$ cat src/rtl/pipeline_ctrl_if.sv
// Control bundle between the pipeline controller and the pipeline registers.
// The controller takes the master modport; the pipeline (or a bench) takes the slave modport.
interface pipeline_ctrl_if;
    logic        stallreq_id;
    logic        stallreq_ex;
    logic [31:0] excepttype_i;
    logic [31:0] cp0_epc_i;
    logic [5:0]  stall;
    logic        flush;
    logic [31:0] new_pc;
    logic [31:0] stall_cycles;
    logic [15:0] flush_count;
    logic        wdog_o;

    modport master (
        input  stallreq_id, stallreq_ex, excepttype_i, cp0_epc_i,
        output stall, flush, new_pc, stall_cycles, flush_count, wdog_o
    );

    modport slave (
        output stallreq_id, stallreq_ex, excepttype_i, cp0_epc_i,
        input  stall, flush, new_pc, stall_cycles, flush_count, wdog_o
    );
endinterface

$ cat src/rtl/pipeline_ctrl.sv
// Central pipeline controller: stall decode, two-cycle freeze-then-flush exception entry,
// stall/flush statistics and a consecutive-stall watchdog.
module pipeline_ctrl #(
    parameter logic [31:0] EXC_VECTOR = 32'h0000_0020,
    parameter int unsigned WDOG_LIMIT = 1024
) (
    input  logic              clk,
    input  logic              rst,
    pipeline_ctrl_if.master   bus
);

    typedef enum logic [0:0] {
        RUN   = 1'b0,
        FLUSH = 1'b1
    } state_t;

    localparam logic [31:0] ERET_CODE = 32'h0000_000e;
    localparam logic [15:0] WDOG_LAST = 16'(WDOG_LIMIT - 32'd1);

    state_t      state_r;
    logic        flush_r;
    logic [31:0] new_pc_r;
    logic [31:0] stall_cycles_r;
    logic [15:0] flush_count_r;
    logic [15:0] run_cnt_r;
    logic        wdog_r;

    logic [5:0]  stall_s;
    logic        exc_s;
    logic        req_stall_s;

    // Stall decode; only RUN looks at the requests and the exception word.
    always_comb begin
        stall_s     = 6'b000000;
        exc_s       = 1'b0;
        req_stall_s = 1'b0;
        if (state_r == RUN) begin
            if (bus.excepttype_i != 32'h0000_0000) begin
                stall_s = 6'b111111;
                exc_s   = 1'b1;
            end else if (bus.stallreq_ex) begin
                stall_s     = 6'b001111;
                req_stall_s = 1'b1;
            end else if (bus.stallreq_id) begin
                stall_s     = 6'b000111;
                req_stall_s = 1'b1;
            end else begin
                stall_s = 6'b000000;
            end
        end else begin
            stall_s = 6'b000000;
        end
    end

    // Exception entry FSM; flush_count steps together with the flush pulse it counts.
    always_ff @(posedge clk) begin
        if (rst) begin
            state_r       <= RUN;
            flush_r       <= 1'b0;
            new_pc_r      <= 32'h0000_0000;
            flush_count_r <= 16'h0000;
        end else begin
            case (state_r)
                RUN: begin
                    if (exc_s) begin
                        state_r       <= FLUSH;
                        flush_r       <= 1'b1;
                        flush_count_r <= flush_count_r + 16'h0001;
                        new_pc_r      <= (bus.excepttype_i == ERET_CODE) ? bus.cp0_epc_i : EXC_VECTOR;
                    end else begin
                        state_r <= RUN;
                        flush_r <= 1'b0;
                    end
                end
                FLUSH: begin
                    state_r <= RUN;
                    flush_r <= 1'b0;
                end
                default: begin
                    state_r <= RUN;
                    flush_r <= 1'b0;
                end
            endcase
        end
    end

    // Statistics and watchdog; freeze and FLUSH cycles break a stall run.
    always_ff @(posedge clk) begin
        if (rst) begin
            stall_cycles_r <= 32'h0000_0000;
            run_cnt_r      <= 16'h0000;
            wdog_r         <= 1'b0;
        end else begin
            if (req_stall_s) begin
                if (stall_cycles_r != 32'hFFFF_FFFF) begin
                    stall_cycles_r <= stall_cycles_r + 32'h0000_0001;
                end else begin
                    stall_cycles_r <= stall_cycles_r;
                end
                if (run_cnt_r != 16'hFFFF) begin
                    run_cnt_r <= run_cnt_r + 16'h0001;
                end else begin
                    run_cnt_r <= run_cnt_r;
                end
                if (run_cnt_r == WDOG_LAST) begin
                    wdog_r <= 1'b1;
                end else begin
                    wdog_r <= wdog_r;
                end
            end else begin
                run_cnt_r <= 16'h0000;
            end
        end
    end

    assign bus.stall        = stall_s;
    assign bus.flush        = flush_r;
    assign bus.new_pc       = new_pc_r;
    assign bus.stall_cycles = stall_cycles_r;
    assign bus.flush_count  = flush_count_r;
    assign bus.wdog_o       = wdog_r;

endmodule
$ cat src/flat_wrapper.sv
// flat-port wrapper written by rule: the top's interface ports become plain ports
module pipeline_ctrl_flat 
#(
    parameter logic [31:0] EXC_VECTOR = 32'h0000_0020,
    parameter int unsigned WDOG_LIMIT = 1024
)
  (clk, rst, bus_stallreq_id, bus_stallreq_ex, bus_excepttype_i, bus_cp0_epc_i, bus_stall, bus_flush, bus_new_pc, bus_stall_cycles, bus_flush_count, bus_wdog_o);
  pipeline_ctrl_if bus_i ();
  input  logic clk;
  input  logic rst;
  input wire logic [$bits(bus_i.stallreq_id)-1:0] bus_stallreq_id;
  input wire logic [$bits(bus_i.stallreq_ex)-1:0] bus_stallreq_ex;
  input wire logic [$bits(bus_i.excepttype_i)-1:0] bus_excepttype_i;
  input wire logic [$bits(bus_i.cp0_epc_i)-1:0] bus_cp0_epc_i;
  output wire logic [$bits(bus_i.stall)-1:0] bus_stall;
  output wire logic [$bits(bus_i.flush)-1:0] bus_flush;
  output wire logic [$bits(bus_i.new_pc)-1:0] bus_new_pc;
  output wire logic [$bits(bus_i.stall_cycles)-1:0] bus_stall_cycles;
  output wire logic [$bits(bus_i.flush_count)-1:0] bus_flush_count;
  output wire logic [$bits(bus_i.wdog_o)-1:0] bus_wdog_o;
  assign bus_i.stallreq_id = bus_stallreq_id;
  assign bus_i.stallreq_ex = bus_stallreq_ex;
  assign bus_i.excepttype_i = bus_excepttype_i;
  assign bus_i.cp0_epc_i = bus_cp0_epc_i;
  assign bus_stall = bus_i.stall;
  assign bus_flush = bus_i.flush;
  assign bus_new_pc = bus_i.new_pc;
  assign bus_stall_cycles = bus_i.stall_cycles;
  assign bus_flush_count = bus_i.flush_count;
  assign bus_wdog_o = bus_i.wdog_o;
  pipeline_ctrl #(.EXC_VECTOR(EXC_VECTOR), .WDOG_LIMIT(WDOG_LIMIT)) u_core (.clk(clk), .rst(rst), .bus(bus_i));
endmodule
$ cat config.mk
export PLATFORM = sky130hd
export DESIGN_NAME = pipeline_ctrl_flat
export DESIGN_NICKNAME = d
export VERILOG_FILES = /design/src/rtl/pipeline_ctrl_if.sv /design/src/rtl/pipeline_ctrl.sv /design/src/flat_wrapper.sv
export SDC_FILE = /design/constraint.sdc
export NUM_CORES = 1
export LEC_CHECK = 0
export CORE_UTILIZATION = 48
export CTS_BUF_LIST = sky130_fd_sc_hd__clkbuf_16
export CTS_CLUSTER_SIZE = 10
export DETAILED_ROUTE_END_ITERATION = 6
export GPL_TIMING_DRIVEN = 0
export PLACE_DENSITY = 0.9
export SYNTH_ARGS = -nofsm -noshare
export SYNTH_HDL_FRONTEND = slang
export SYNTH_SLANG_ARGS = --single-unit
$ cat constraint.sdc
create_clock -name clk -period 6.1 [get_ports clk]
set_clock_uncertainty 0.1 [all_clocks]
set_input_delay 1.525 -clock clk [delete_from_list [all_inputs] [get_ports clk]]
set_output_delay 1.525 -clock clk [all_outputs]
set_load 0.03 [all_outputs]
=== Yosys cells after proc, flatten, opt, wreduce, memory -nomap -nowiden ===
Index checks and enable logic that the tools add are counted.

* Add/subtract/negate cells: 3
* Equal/unequal tests: 4
* Muxes and demuxes: 13
* Bitwise gates (word level): 2
* Reduce and logical (&&, ||, !) cells: 5

{| class="wikitable"
|+ Operators by type and width
! cell !! count
|-
| $add A16 B1 Y16 const B || 2
|-
| $add A32 B1 Y32 const B || 1
|-
| $eq A32 B4 Y1 const B || 1
|-
| $mux W32 || 1
|-
| $ne A32 B32 Y1 const B || 1
|-
| $reduce_bool A32 Y1 || 1
|-
| $mux W6 || 3
|-
| $eq A16 B10 Y1 const B || 1
|-
| $ne A16 B16 Y1 const B || 1
|-
| $mux W1 || 7
|-
| $reduce_and A2 Y1 || 3
|-
| $mux W3 || 1
|-
| $not A1 Y1 || 2
|-
| $pmux W1 S2 || 1
|-
| $reduce_or A2 Y1 || 1
|}

* Register bits: 98
* Output and inout port bits: 88
* Logic and storage cells: 33

=== Longest topological paths before layout ===
* Depth after elaboration: 6
* Gate-level depth with buffers: 8
* Depth with buffers taken out: 7

=== Worst setup path after synthesis ===
OpenSTA, ideal clock, no wires.

* Kind: input to output
* Start: in bus_excepttype_i[0]
* End: out bus_stall[1]
* Arrival: 3.308 ns
* Setup slack: 1.167 ns
* Cell stages on the path: 7
* Path buffers: 3
* Path through: nor4_1 > nand4_1 > o31ai_2 > buf_2 > buf_2 > nand2_1 > buf_4

* Cells in the longest elaborated chain, start to end: 3

{| class="wikitable"
|+ Ends and longest elaborated chain
! what !! RTL line !! text
|-
| start: declaration || flat_wrapper.sv:13 || <nowiki>input wire logic [$bits(bus_i.excepttype_i)-1:0] bus_excepttype_i;</nowiki>
|-
| $reduce_bool A32 Y1 || pipeline_ctrl.sv:38 || <nowiki>if (bus.excepttype_i != 32'h0000_0000) begin</nowiki>
|-
| $mux W6 || pipeline_ctrl.sv:38 ||
|-
| $mux W6 || pipeline_ctrl.sv:37 || <nowiki>if (state_r == RUN) begin</nowiki>
|-
| end: declaration || flat_wrapper.sv:15 || <nowiki>output wire logic [$bits(bus_i.stall)-1:0] bus_stall;</nowiki>
|}

No other way between the ends.

=== Final worst setup path ===
* Start: in bus_excepttype_i[0]
* End: out bus_stall[2]

Same word-level chain as after synthesis.

==> qor_table.md <==
| Step | Metric | Value |
| --- | --- | --- |
| outcome | Run status | complete, no violations |
| clocking | Number of buffers created by CTS | 9 |
| place | Port Buf Inserts | 155 |
| timing | Highest attainable clock frequency | 170 MHz |
| worst setup path | Maximum single-stage delay on the critical path | 0.59 ns |
| timing | Clock period minus worst slack | 5.89 ns |
| worst setup path | Type of origin of the critical path | input pin |
| pwr | Static leakage power | 2.18 nW |
| synth | Leading post-synthesis cells by instance count | 98 x sky130_fd_sc_hd__dfxtp_1, 85 x sky130_fd_sc_hd__nor2_1, 38 x sky130_fd_sc_hd__nand3_1, 31 x sky130_fd_sc_hd__a22oi_1, 28 x sky130_fd_sc_hd__xor2_1 |
| floorplanning | DIE HEIGHT | 96.4 µm |
| floorplanning | Initial core utilization | 49.3% |
| clocking | Clk slew on worst S/H paths | 0.07 ns |
| floorplanning | Area enclosed by the die boundary | 9300 µm² |
| synth | Most area-consuming cells after synthesis | sky130_fd_sc_hd__dfxtp_1 46%, sky130_fd_sc_hd__nor2_1 7.5%, sky130_fd_sc_hd__xor2_1 5.7% |
| synth | Count of flip-flops with a built-in enable after synthesis | 0 |
| synth | Adder and majority gate portion of the synthesized area | 0.877% |
| final layout | Layout overhead on the synthesized area | 47.0% |
| detailed routing | Number of iterations in the first detailed-routing pass | 5 |
| global routing | Via count of the first global-routing pass | 4100 |
| synth | Most frequently used cell type in the post-synthesis netlist | sky130_fd_sc_hd__dfxtp_1 |
| synth | Top cell type by total area after synthesis | sky130_fd_sc_hd__dfxtp_1 |
| detailed routing | Final routed DRC violation total | 0 |
| synth | Xor/xnor share of the synthesized area | 8.19% |
| synth | Complex-gate fraction of the synthesized area | 11.3% |
| place | Last weighted congestion value of the routability-driven placer | 0.865 |
| pwr | Peak VDD IR | 0.127 mV |
| clocking | Number of clock sinks | 98 |
| clocking | Buffers from clock root to sink, at most | 2 |
| final layout | Fraction of final layout cells sized beyond drive strength 1 | 6.11% |
| worst setup path | Largest fanout on the critical path | 10 |
| clocking | Clock tree from TritonCTS | done |
| timing | Setup-failing EPs final | 0 |
| synth | Count of unique library cells instantiated by Yosys | 45 |
| synth | Syn Inst Count | 496 |
| detailed routing | Average via count per standard cell | 5.71 |
| worst setup path | CP required | 4.47 ns |
| clocking | Master cell of the clock root buffer | sky130_fd_sc_hd__clkbuf_16 |
| floorplanning | Io pins | 156 |
| clocking | Clock insertion delay at the later pin of the skew report | 0.34 ns |
| detailed routing | Initial DRC count | 259 |
| detailed routing | Total Routed Length | 12.4 mm |
| timing | Total count of hold-check failures in the final report | 0 |
| global routing | Overflow left after global routing | 0 |
| clocking | Number of H-tree levels | 3 |
| timing | Worst-case hold slack | 0.412 ns |
| timing | Sum of negative setup slack | 0 ns |
| timing | Setup repair after global routing missed its margin | false |
| timing | Max-slew violation count | 0 |
| floorplanning | Number of rows created at floorplan | 34 |
| worst setup path | Worst endpoint data arrival time | 4.26 ns |
| synth | Mapped cell area | 4280 µm² |
| timing | Part of the cycle the worst path needs | 96.5% |
| global routing | First-pass GRT wire length | 19.1 mm |
| timing | Transition time of the tightest slew-check pin | 0.581 ns |
| detailed routing | Vias | 4448 |
| global routing | Number of antenna violations at the first check in global routing | 0 |
| final layout | Final layout net count | 737 |
| hold path | Path class of the lowest-slack min-delay path | flop to flop |
| synth | Area share of the leading cell type in the synthesized netlist | 45.8% |
| synth | Simple-gate area share of the yosys netlist | 29.4% |
| global routing | Pin count of the biggest net entering global routing | 19 |
| detailed routing | Routed length per placed instance | 15.9 µm |
| synth | Count of state elements after synthesis | 98 |
| detailed routing | Post-route ant nets | 0 |
| final layout | # diodes | 0 |
| synth | Dominant register cell in the synthesized netlist | sky130_fd_sc_hd__dfxtp_1 |
| synth | Nets in the synthesized netlist | 567 |
| synth | Proportion of synthesized area in mux cells | 0.234% |
| synth | Number of synthesis warnings | 0 |
| floorplanning | Area of the core | 8680 µm² |
| place | Half-perimeter wire length of the detailed placement result | 9.24 mm |
| synth | Register area share after synthesis | 45.8% |
| final layout | Final Instance Area | 6290 µm² |
| synth | Synthesized area divided by synthesized cell count | 8.63 µm² |
| job | # Max-Cap Violations | 0 |
| pwr | Cell Pwr Density | 206 nW/µm² |
| floorplanning | Die outline width | 96.4 µm |
| synth | Largest family of logic cells by synthesized area | simple AND/OR/NAND/NOR gates |
| global routing | GRT Util Overall | 26.5% |
| worst setup path | Critical Path, Cell by Cell | clkdlybuf4s50_1 -> nor4_1 -> nand4_1 -> buf_4 -> o31ai_4 -> buf_2 -> buf_2 -> nand2_1 -> buf_4 -> clkdlybuf4s50_1 |
| worst setup path | Critical path capture point type | primary output |
| timing | Max-Slew Margin vs Limit | 61.3% |
| place | Instance area after placement | 5970 µm² |
| synth | Share of synthesized registers carrying an async set or reset | 0% |
| worst setup path | CP max stage cell | sky130_fd_sc_hd__clkdlybuf4s50_1 |
| worst setup path | CP Class | input pin to primary output |
[power breakdown]
part	switching, mW	internal, mW
Sequential	0.00430	0.642
Clock	0.260	0.285
Combinational	0.0469	0.0566
[timing repair]
item                       4_1_cts  5_1_grt
hold buffers                     0        0
setup endpoints to repair        2        2
buffers inserted                 2        2
pin swaps                        2        2
cloned                           0        0
gates resized for setup          0        1
[state kept, by name (all words and copies together), names as in the netlist]
register                 flops
u_core.bus.flush_count      16
u_core.bus.new_pc           32
u_core.bus.stall_cycles     32
u_core.bus.wdog_o            1
u_core.run_cnt_r            16
u_core.state_r               1
[final timing paths]
kind                                            start                                       to  slack [ns]  depth (start not counted)
max reg2reg  u_core.bus.stall_cycles[12]$_SDFFE_PP0P_  u_core.bus.stall_cycles[0]$_SDFFE_PP0P_        3.75                          8
min                u_core.bus.new_pc[24]$_SDFFE_PP0P_       u_core.bus.new_pc[24]$_SDFFE_PP0P_        0.41                          2
min reg2reg        u_core.bus.new_pc[24]$_SDFFE_PP0P_       u_core.bus.new_pc[24]$_SDFFE_PP0P_        0.41                          2
max                               bus_excepttype_i[0]                             bus_stall[2]        0.21                         10
[cell families (layout without fill, tap and decap cells)]
| kind of cell | count (synthesis) | count (layout) |
|---|---|---|
| AOI/OAI and AO/OA | 76 | 76 |
| xor gates and xnor gates | 40 | 40 |
| adders and majority gates | 3 | 3 |
| buffers and inverters | 36 | 211 |
| DFF | 98 | 98 |
| muxes | 1 | 1 |
| and+or+nand+nor | 242 | 242 |
[critical path, delay by kind of cell]
family,cells,cell delay (ns)
buffers and inverters,6,1.86
and+or+nand+nor,3,0.61
AOI/OAI and AO/OA,1,0.26
[layout by cell type (no fill, tap or decap), drive strengths merged, types with 2 or more instances in the layout]
master,instances
or3,16
a22oi,31
a21oi,21
dfxtp,98
nand2,21
nor3,16
clkbuf,24
a31oi,3
and3,14
o31ai,4
and4b,2
or4,6
nor3b,2
clkinv,5
clkdlybuf4s50,155
nand4,19
xor2,28
nor2,85
buf,17
ha,3
inv,9
o21ai,14
and2,3
a211oi,2
xnor2,12
and4,5
or2,2
nor4,10
nand3,38
[layer usage]
layer / vias up / global-route usage (%) / wire (µm)
li1: 2111 / - / -
met1: 2144 / 32.2 / 4980
met2: 167 / 46.5 / 6320
met3: 26 / 4.93 / 724
met4: 0 / 9.93 / 329
met5: - / 0 / 0
[through the flow]
step	setup slack (ns)	power, mW	std cells	util [%]
floorplan	1.17	0.697	496	-
global placement	-0.0166	0.761	759	68.7
detailed placement	-0.0943	0.763	759	68.7
CTS	0.135	1.30	777	72.2
global route	0.00906	1.33	779	72.5
finish	0.211	1.30	779	72.5
[final cells by class]
cell class,count,area [µm²]
fill,670,2390
multi-input combinational,362,2150
sequential,98,1960
timing repair buffer,159,1580
clock buffer,9,225
buffer,29,149
tap,108,135
clock inverter,7,61.3
inverter,7,26.3
(Power assumes the default switching activity.)
